File: src/rtl/blm_pulse_counter.sv
// BLM loss-pulse counter: counts deglitched rising edges per gate window.
// Define BLM_CNT_SAT_EN for a saturating counter with an overflow flag.
module blm_pulse_counter #(
   parameter int CNT_WIDTH = 16,
   parameter int WIN_WIDTH = 24
) (
   input  logic                 clock,
   input  logic                 reset,
   input  logic                 cnt_in,
   input  logic                 enable,
   input  logic                 clear,
   input  logic [WIN_WIDTH-1:0] win_len,
   input  logic [CNT_WIDTH-1:0] thresh,
   output logic [CNT_WIDTH-1:0] cnt_live,
   output logic [CNT_WIDTH-1:0] cnt_last,
   output logic                 cnt_valid,
   output logic                 over_thresh,
   output logic                 overflow
);

   typedef enum logic {
      IDLE,
      RUN
   } state_t;

   state_t               state;
   state_t               state_nxt;
   logic                 prev_in;
   logic                 pulse_edge;
   logic [WIN_WIDTH-1:0] win_cnt;
   logic [WIN_WIDTH-1:0] win_cnt_nxt;
   logic [WIN_WIDTH-1:0] win_load;
   logic [CNT_WIDTH-1:0] sum;
   logic [CNT_WIDTH-1:0] live_nxt;
   logic [CNT_WIDTH-1:0] last_nxt;
   logic                 over_nxt;
   logic                 valid_nxt;

   assign pulse_edge = cnt_in & ~prev_in;

   // a zero-length window behaves as a one-cycle window
   assign win_load = (win_len == '0) ? '0
                   : win_len - WIN_WIDTH'(1);

`ifdef BLM_CNT_SAT_EN
   localparam logic [CNT_WIDTH-1:0] CNT_MAX = '1;

   assign sum = (cnt_live == CNT_MAX) ? CNT_MAX
              : cnt_live + CNT_WIDTH'(pulse_edge);
`else
   assign sum = cnt_live + CNT_WIDTH'(pulse_edge);
`endif

   always_comb begin
      state_nxt   = state;
      win_cnt_nxt = win_cnt;
      live_nxt    = cnt_live;
      last_nxt    = cnt_last;
      over_nxt    = over_thresh;
      valid_nxt   = 1'b0;
      unique case (state)
         IDLE: begin
            if (clear) begin
               live_nxt    = '0;
               win_cnt_nxt = win_load;
            end else if (enable) begin
               state_nxt   = RUN;
               live_nxt    = '0;
               win_cnt_nxt = win_load;
            end
         end
         RUN: begin
            if (!enable) begin
               state_nxt = IDLE;
               live_nxt  = '0;
            end else if (clear) begin
               live_nxt    = '0;
               win_cnt_nxt = win_load;
            end else if (win_cnt == '0) begin
               last_nxt    = sum;
               over_nxt    = (sum >= thresh);
               valid_nxt   = 1'b1;
               live_nxt    = '0;
               win_cnt_nxt = win_load;
            end else begin
               live_nxt    = sum;
               win_cnt_nxt = win_cnt - WIN_WIDTH'(1);
            end
         end
      endcase
   end

   // prev_in resets high so a level already present at release is not an edge
   always_ff @(posedge clock or posedge reset) begin
      if (reset) begin
         state       <= IDLE;
         prev_in     <= 1'b1;
         win_cnt     <= '0;
         cnt_live    <= '0;
         cnt_last    <= '0;
         cnt_valid   <= 1'b0;
         over_thresh <= 1'b0;
      end else begin
         state       <= state_nxt;
         prev_in     <= cnt_in;
         win_cnt     <= win_cnt_nxt;
         cnt_live    <= live_nxt;
         cnt_last    <= last_nxt;
         cnt_valid   <= valid_nxt;
         over_thresh <= over_nxt;
      end
   end

`ifdef BLM_CNT_SAT_EN
   logic ovf_q;

   always_ff @(posedge clock or posedge reset) begin
      if (reset) begin
         ovf_q <= 1'b0;
      end else if (valid_nxt) begin
         ovf_q <= (sum == CNT_MAX);
      end
   end

   assign overflow = ovf_q;
`else
   assign overflow = 1'b0;
`endif

endmodule

File: config.mk
export PLATFORM = sky130hd
export DESIGN_NAME = blm_pulse_counter
export DESIGN_NICKNAME = d
export VERILOG_FILES = /design/src/rtl/blm_pulse_counter.sv
export SDC_FILE = /design/constraint.sdc
export NUM_CORES = 1
export LEC_CHECK = 0
export CORE_MARGIN = 3
export CORE_UTILIZATION = 52
export DETAILED_ROUTE_END_ITERATION = 16
export GPL_ROUTABILITY_DRIVEN = 0
export PLACE_DENSITY = 0.81
export RECOVER_POWER = 50
export SYNTH_ARGS = -nofsm -noshare
export SYNTH_HDL_FRONTEND = slang
export SYNTH_SLANG_ARGS = --single-unit
File: constraint.sdc
create_clock -name clock -period 3.2 [get_ports clock]
set_input_delay 0.64 -clock clock [delete_from_list [all_inputs] [get_ports clock]]
set_output_delay 0.64 -clock clock [all_outputs]
set_load 0.1 [all_outputs]
; After elaboration in Yosys (flattened, before gate mapping)
; Index checks and enable logic that the tools add are counted.
; W data, S select, Z words.
[word_totals]
reg_bits = 60
input_bits = 45
output_inout_bits = 35
elab_cells = 41
[classes]
add_sub_neg = 3
magnitude_cmp = 1
eq_ne = 2
muxes = 20
n_bitwise = 4
reduce_logical = 4
[ops]
columns = op, n
row1 = $mux W24, 6
row2 = $mux W16, 5
row3 = $logic_not A24 Y1, 2
row4 = $pmux W24 S2, 1
row5 = $sub A24 B1 Y24 const B, 2
row6 = $pmux W16 S2, 1
row7 = $add A16 B1 Y16, 1
row8 = $ge A16 B16 Y1, 1
row9 = $mux W1, 6
row10 = $reduce_and A4 Y1, 1
row11 = $ne A3 B3 Y1 const B, 1
row12 = $not A1 Y1, 3
row13 = $ne A2 B2 Y1 const B, 1
row14 = $pmux W1 S2, 1
row15 = $reduce_and A2 Y1, 1
row16 = $and A1 B1 Y1, 1

; Depth between registers and ports, before layout
; Gate-level depths: netlist of run 1.
[logic_depth]
depth_word = 7
mapped_depth = 14
mapped_depth_nobuf = 14

; Worst setup path before layout of run 1
; OpenSTA, ideal clock, no wires.
[synth_path]
path_type = flip-flop to flip-flop
start = reg cnt_live[0]
end = reg over_thresh
setup_time_ns = 0.121
arrival_ns = 3.047
required_time_ns = 3.079
slack_ns = 0.032
stages_incl_launch_ff = 13
path_buffers = 0
synth_period_minus_slack_ns = 3.168
cell_sequence = dfrtp_1 -> ha_1 -> ha_1 -> and2_1 -> nand3_1 -> xor2_1 -> inv_1 -> ha_1 -> a21o_1 -> a21o_1 -> a211oi_1 -> o211ai_1 -> o22a_1
[synth_via]
elab_chain_cells = 2
[synth_rtl]
columns = item, line_no
row1 = "start, declared", 14  ; output logic [CNT_WIDTH-1:0] cnt_live,
row2 = "start signal, assigned", 107  ; cnt_live <= live_nxt;
row3 = $add A16 B1 Y16, 51  ; assign sum = cnt_live + CNT_WIDTH'(pulse_edge);
row4 = net sum[8], 33  ; logic [CNT_WIDTH-1:0] sum;
row5 = $ge A16 B16 Y1, 81  ; over_nxt = (sum >= thresh);
row6 = "end signal, assigned", 110  ; over_thresh <= over_nxt;
row7 = "end, declared", 17  ; output logic over_thresh,
; The timed path passes the listed nets, and every way through them passes these cells.
; A chain may end at the register's enable or synchronous reset.

; Worst setup path in the final report of run 1
[layout_path]
start = in cnt_in
end = reg over_thresh
[layout_via]
elab_chain_cells = 3
[layout_rtl]
columns = item, line_no
row1 = "start, declared", 9  ; input logic cnt_in,
row2 = $and A1 B1 Y1, 39  ; assign pulse_edge = cnt_in & ~prev_in;
row3 = $add A16 B1 Y16, 51
row4 = net sum[13], 33
row5 = $ge A16 B16 Y1, 81
; The timed path passes the listed nets, and every way through them passes these cells.

==> results of run 1 <==
==> cell type report <==
type	instances	area [um^2]	share of cell area, %
Inverter	33	124	2.39
Multi-Input combinational cell	345	2270	43.9
Tap cell	99	124	2.39
Clock inverter	5	75.1	1.45
Sequential cell	60	1500	29.0
Timing Repair Buffer	119	943	18.2
Clock buffer	11	141	2.73
==> cell usage after synthesis, types with 2 or more instances <==
master    number  area share (%)
clkbuf_1      11             1.0
or2_2          4            0.63
a21oi_1       24             3.0
nand3_1       18             2.3
nand3b_1       3            0.57
xor2_1        11             2.4
a21o_1         5            0.94
ha_1          22             6.9
o311ai_0       2            0.44
o221ai_2       2            0.76
dfrtp_1       59              37
buf_4          3            0.57
xnor2_1       20             4.4
nand2b_1       6            0.94
nor4b_1        2            0.44
nor2_1        40             3.8
or3_1          7             1.1
o221ai_1       6             1.3
or4_1          6             1.1
buf_6          2            0.57
o21ai_0       39             4.9
and2_1         3            0.47
nor4_1         7             1.1
o21ai_1        2            0.25
nor3_1        26             3.3
and3_1         2            0.31
inv_1         33             3.1
nor2b_1        3            0.47
nand2_1       35             3.3
buf_2          4            0.50
o31a_1         3            0.66
mux2_2         8             2.3
a22o_1         4            0.88
o211ai_1       2            0.38
o211ai_2       2            0.63
a31oi_1        2            0.31
nand4_1        8             1.3
nand4b_1       2            0.44
==> registers in the layout, summed over array words and instances (netlist names) <==
name,count
cnt_live,16
over_thresh,1
cnt_valid,1
prev_in,1
cnt_last,16
win_cnt,24
state,1
==> metrics by stage <==
step	std cells	instance area [um^2]
finish	672	5180
CTS	671	5210
detailed placement	655	4990
global route	672	5180
floorplan	458	3980
global placement	655	4990
==> kinds of logic (layout without fill, tap and decap cells) <==
group,Yosys count,in the layout
AOI/OAI and AO/OA,104,104
buffers and inverters,53,168
DFF,60,60
adders and majority gates,22,22
xor gates and xnor gates,31,31
muxes,8,8
and+or+nand+nor,179,179
other,1,1
==> per-layer routing <==
| layer | part of all wire [%] | wire (um) |
|---|---|---|
| met1 | 41 | 4450 |
| met2 | 48 | 5310 |
| met3 | 8.3 | 909 |
| met4 | 2.8 | 304 |
| met5 | 0 | 0 |
==> where the power goes <==
group          leakage (nW)  internal [mW]  switching [mW]  total, mW
sequential            0.785          0.801          0.0428      0.844
combinational          1.46          0.142           0.169      0.311
clock                 0.113          0.456           0.323      0.779
==> what timing repair did <==
item,in CTS,in global routing
resized for setup,0,7
endpoints found under the setup margin,0,1
buffers inserted,0,1
==> how the worst min path moves through the flow <==
stage / to / slack [ns] / depth (start not counted)
final: cnt_last[1] / 0.50 / 1
after global routing: cnt_last[1] / 0.52 / 1
after CTS: win_cnt[7] / 0.51 / 2
after detailed placement: win_cnt[7] / 0.48 / 2
after global placement: win_cnt[7] / 0.47 / 2
after floorplan: win_cnt[7] / 0.45 / 2
==> cells in the final DEF (no fill, tap or decap), types with 3 or more instances in the layout <==
master | netlist | layout
o21ai_0 | 39 | 39
inv_1 | 33 | 33
clkdlybuf4s50_1 | 0 | 42
o221ai_1 | 6 | 6
nand2_1 | 35 | 35
mux2_2 | 8 | 8
xnor2_1 | 20 | 20
nand4_1 | 8 | 8
nand3_1 | 18 | 18
ha_1 | 22 | 20
nor2b_1 | 3 | 3
o31a_1 | 3 | 3
clkbuf_8 | 0 | 10
nor2_1 | 40 | 40
or2_2 | 4 | 4
clkinv_2 | 0 | 3
nor3_1 | 26 | 25
or3_1 | 7 | 7
a22o_1 | 4 | 4
nand2b_1 | 6 | 6
clkbuf_1 | 11 | 17
a21o_1 | 5 | 5
nor4_1 | 7 | 7
xor2_1 | 11 | 11
buf_4 | 3 | 59
dfrtp_1 | 59 | 59
a21oi_1 | 24 | 24
nand3b_1 | 3 | 3
or4_1 | 6 | 6
==> results_dict.tcl, run 1 <==
set metrics [dict create \
    worst_slack_ns 0.125 \
    rrSetupSlack_ns 0.43 \
    syn2layout_area_growth_pct 30.4 \
    crit_path_cell_trace "clkdlybuf4s50_1, nor2b_1, ha_2, nand3_1, nor2_1, nand2_1, xor2_1, inv_1, ha_1, a21o_1, a21o_1, a21oi_1, o211ai_1, o22a_1" \
    synth-xor-area-share_pct 6.83 \
    setup-tns-final_ns 0 \
    post-route-period-util_pct 96.1 \
    grt_pass1_vias 3844 \
    r2r_cells 6 \
    post-dp-hpwl_um 8120 \
    vias 3973 \
    skew_ns 0.0114 \
    drcViolationCount 0 \
    async_reset_ff_share_pct 100 \
    synth-seq-area-share_pct 37.8 \
    postCtsHoldBufs 0 \
    track_usage_pct 25.5 \
    htreeDepth 3 \
    reg2reg_from "win_cnt[8]" \
    leakage_nw 2.35 \
    initial_utilization_pct 54.2 \
    grt_first_pass_wirelength_um 17700 \
    synthFlopType "dfrtp_1" \
    port_buffers 78 \
    antennaDiodeCount 0 \
    insertion_delay_ns 0.35 \
    drt_iter0_markers 235 \
    cts_root_buffer "clkbuf_8" \
    path_delay_family "compound AO/OA/AOI/OAI gates" \
    clk_path_buf_depth 2 \
    critPathRequiredTime_ns 3.44 \
    die_x_um 93.4 \
    netlist_area_mm2 0.00398 \
    synth_edf_count 0 \
    die_area_mm2 0.00873 \
    period_needed_ns 3.08 \
    grt_max_degree 27 \
    drive_gt1_share_pct 17.8 \
    clock.fmax_ghz 0.325 \
    wire_per_inst_um 16.3 \
    drt-pass1-iter-count 5 \
    use_met1_pct 31.3 \
    syn-num-nets 525 \
    peakVddDrop_v 0.000224 \
    yosys_warnings 0 \
    syn_inst 458 \
    core_area_mm2 0.00733 \
    critical_path.startpoint "cnt_in" \
    synth-adder-area-share_pct 6.92 \
    cap_violations 0 \
    busiest_layer "met2" \
    synth_top_family_by_area "simple AND/OR/NAND/NOR gates" \
    slew_violations 0 \
    hold_violations 0 \
    crit_end "over_thresh" \
    cts_buffers 9 \
    antenna_found_initial 0 \
    endpoint_kind "flop" \
    cp_slowest_cell "clkdlybuf4s50_1" \
    use_met2_pct 43.2 \
    layout.nets 635 \
    rows 31 \
    fin_hold_ws_ns 0.504 \
    arrival_ns 3.31 \
    timing.critical_path.mode_cell "a21o_1" \
    muxShareOfSynthArea_pct 2.27 \
    powerDensity_mw_per_mm2 373 \
    status "completed" \
    rr_endpoint "cnt_last[3]" \
    min_from "cnt_last[1]" \
    slew_headroom_pct 17.1 \
    postRouteAntennaNets 0 \
    cts_tree "built" \
    final_core_util_pct 70.7 \
    cp-start-kind "input pin" \
    grtUsageMet3_pct 4.51 \
    power_mw 1.93 \
    synth-compound-area-share_pct 17.0 \
    synth_simple_gate_area_share_pct 23.3 \
    tightestPinTransition_ns 1.24 \
    synth.avg_cell_area_um2 8.68 \
    path_clk_slew_ns 0.07 \
    grt-ovfl-total 0 \
    finalWirelength_um 11000 \
    worstSetupPathType "in2reg" \
    critical_path_buf_inv_count 2 \
    via_per_inst 5.91 \
    ios 80 \
    crit_cells 14 \
    die_h_um 93.4 \
    slowest_delay_ns 0.47 \
    synth_cell_types 58 \
    crit_path_max_fanout 4 \
    ys_ff_latch 60 \
    clock-sinks 60 \
    hold_path_class "reg2reg" \
    fill_cells 558 \
    finalSetupViolations 0 \
    pre_cts_ws_ns -0.277 \
]
Note: power is estimated with default switching activity, not from simulation.
==> inputs of run 2 (changes only) <==
Settings changed: ABC_CLOCK_PERIOD_IN_PS set to 3200.
==> results of run 2 <==
No change in the layout: final DEF, timing and power equal those of run 1.
==> patch, RTL diff (flow settings as in run 1) <==
Register the output `cnt_last` once more, with the module's reset; this adds one clock of latency there. The other outputs are not delayed to match.
--- a/src/rtl/blm_pulse_counter.sv
+++ b/src/rtl/blm_pulse_counter.sv
@@ -22,6 +22,8 @@
       IDLE,
       RUN
    } state_t;
+
+   logic [CNT_WIDTH-1:0] cnt_last_s0;
 
    state_t               state;
    state_t               state_nxt;
@@ -55,7 +57,7 @@
       state_nxt   = state;
       win_cnt_nxt = win_cnt;
       live_nxt    = cnt_live;
-      last_nxt    = cnt_last;
+      last_nxt    = cnt_last_s0;
       over_nxt    = over_thresh;
       valid_nxt   = 1'b0;
       unique case (state)
@@ -97,7 +99,7 @@
          prev_in     <= 1'b1;
          win_cnt     <= '0;
          cnt_live    <= '0;
-         cnt_last    <= '0;
+         cnt_last_s0 <= '0;
          cnt_valid   <= 1'b0;
          over_thresh <= 1'b0;
       end else begin
@@ -105,7 +107,7 @@
          prev_in     <= cnt_in;
          win_cnt     <= win_cnt_nxt;
          cnt_live    <= live_nxt;
-         cnt_last    <= last_nxt;
+         cnt_last_s0 <= last_nxt;
          cnt_valid   <= valid_nxt;
          over_thresh <= over_nxt;
       end
@@ -127,5 +129,13 @@
    assign overflow = 1'b0;
 `endif
 
+   always_ff @(posedge clock or posedge reset) begin
+      if (reset) begin
+         cnt_last <= '0;
+      end else begin
+         cnt_last <= cnt_last_s0;
+      end
+   end
+
 endmodule
 
Function: changed (a bounded check fails within 4 cycles, from zero or initial values and one cycle with reset high).
==> patch against run 1 <==
- largest power group unchanged
- worst setup slack better by 0.014 ns
- non-clock buffer count down 1
- total power up 6.0%
- hold slack worse by 0.13 ns
- area after synthesis up 8.9%
- cell area up 7.3%
- clock power down 12%
- global-route usage down 1.0 points
- fmax up 0.45%
- routed wire length up 4.5%
- clock skew up 0.0025 ns
- sequential cell count up 16
- register-to-register slack worse by 0.09 ns
==> patch: results (changes against run 1) <==
----------------------------------------------------
[Global routing]
  Overall routing resource usage ... 24.5% (was 25.5%)
  Maximum number of pins on one net before global-route repair ... 32 (was 27)
  Global-route wire length before repair ... 19,100 um (was 17,700 um)
  Met1 capacity usage during global routing ... 29.2% (was 31.3%)
  Number of global-route vias before repair ... 4,101 (was 3,844)
  Met3 capacity usage during global routing ... 4.67% (was 4.51%)

[Worst hold path]
  Hold Path Cell Cnt ... 0 (was 1)
  Hold path startpoint ... cnt_last_s0[11] (was cnt_last[1])
  Worst Hold End ... cnt_last[11] (was cnt_last[1])

[Power]
  Peak VDD IR ... 0.163 mV (was 0.224 mV)
  Net Switching ... 0.000612 W (was 0.000535 W)
  Leakage power ... 2.56 nW (was 2.35 nW)

[Route]
  Met1 Wirelength ... 4520 um (was 4450 um)
  Routed length on met2 ... 5780 um (was 5310 um)
  Met3 Routed Length ... 942 um (was 909 um)
  DR vias/cell ... 5.91 (about the same)
  Total Wirelength ... 11,500 um (was 11,000 um)
  Initial DRC count ... 234 (was 235)

[Synthesis]
  Synth top area cells ... sky130_fd_sc_hd__dfrtp_1 43%, sky130_fd_sc_hd__ha_1 6.4%, sky130_fd_sc_hd__nand2_1 5.7%, sky130_fd_sc_hd__o21ai_0 3.9%, sky130_fd_sc_hd__xnor2_1 3.8% (was sky130_fd_sc_hd__dfrtp_1 37%, sky130_fd_sc_hd__ha_1 6.9%, sky130_fd_sc_hd__o21ai_0 4.9%, sky130_fd_sc_hd__xnor2_1 4.4%, sky130_fd_sc_hd__nor2_1 3.8%)
  Complex-gate fraction of the synthesized area ... 16.4% (was 17.0%)
  Yosys cell types ... 53 (was 58)
  Mapped Cells ... 475 (was 458)
  Synthesized Nets ... 542 (was 525)
  Sequential-to-total area share from yosys stat ... 44.0% (was 37.8%)
  Adder and majority gate portion of the synthesized area ... 6.36% (was 6.92%)
  Xor-xnor portion of the synthesized cell area ... 6.88% (was 6.83%)

[Placed design]
  Post-placement worst setup slack ... -0.265 ns (was -0.277 ns)
  Cell total after placement ... 676 (was 655)
  Placement Cell Area ... 5380 um2 (was 4990 um2)

[Timing]
  Worst rel slew slack ... 21.5% (was 17.1%)
  Clock Skews ... 0.0139 ns (was 0.0114 ns)
  Highest Clock Rate ... 327 MHz (was 325 MHz)
  Tightest hold margin ... 0.373 ns (was 0.504 ns)

[CTS]
  Source-to-sink clock delay at the later pin of the worst-skew pair ... 0.37 ns (was 0.35 ns)

[Cells and area]
  NumNets Final ... 652 (was 635)
  Final cell count without fillers ... 692 (was 672)
  Number of filler instances in the final layout ... 594 (was 558)

[Critical path]
  R2R Path Start ... win_cnt[11] (was win_cnt[8])
  Reg-to-reg critical path endpoint ... cnt_last_s0[9] (was cnt_last[3])
  Max Fanout on Critical Path ... 3 (was 4)
  Depth of the worst register-to-register path ... 7 (was 6)

[Outcome]
  Result of the run ... finished, final reports clean (unchanged)

----------------------------------------------------
## patch: final cells by class
class	count	area share, %
Multi-Input combinational cell	357	41.4
Sequential cell	76	34.2
Timing Repair Buffer	118	17.3
Tap cell	102	2.29
Clock buffer	9	2.23
Inverter	23	1.55
Clock inverter	7	0.990
## patch: power groups by stage
stage / Sequential (W) / Combinational, W / Clock [W]
finish: 0.00105 / 0.000312 / 0.000687
global route: 0.00106 / 0.000346 / 0.000736
CTS: 0.00105 / 0.000313 / 0.000694
detailed placement: 0.00107 / 0.000311 / 0
global placement: 0.00106 / 0.000303 / 0
floorplan: 0.00105 / 0.000188 / 0
## patch: worst max-delay path, delay by kind of cell
family	cells	cell delay (ns)
AOI/OAI and AO/OA	4	0.49
adders and majority gates	2	0.49
buffers and inverters	2	0.64
xor gates and xnor gates	1	0.18
and+or+nand+nor	6	0.88
## patch: timing repair
item | in CTS | in global routing
setup buffers | 0 | 0
gates resized for setup | 0 | 12
endpoints found under the hold margin | 0 | 0
setup endpoints to repair | 0 | 1
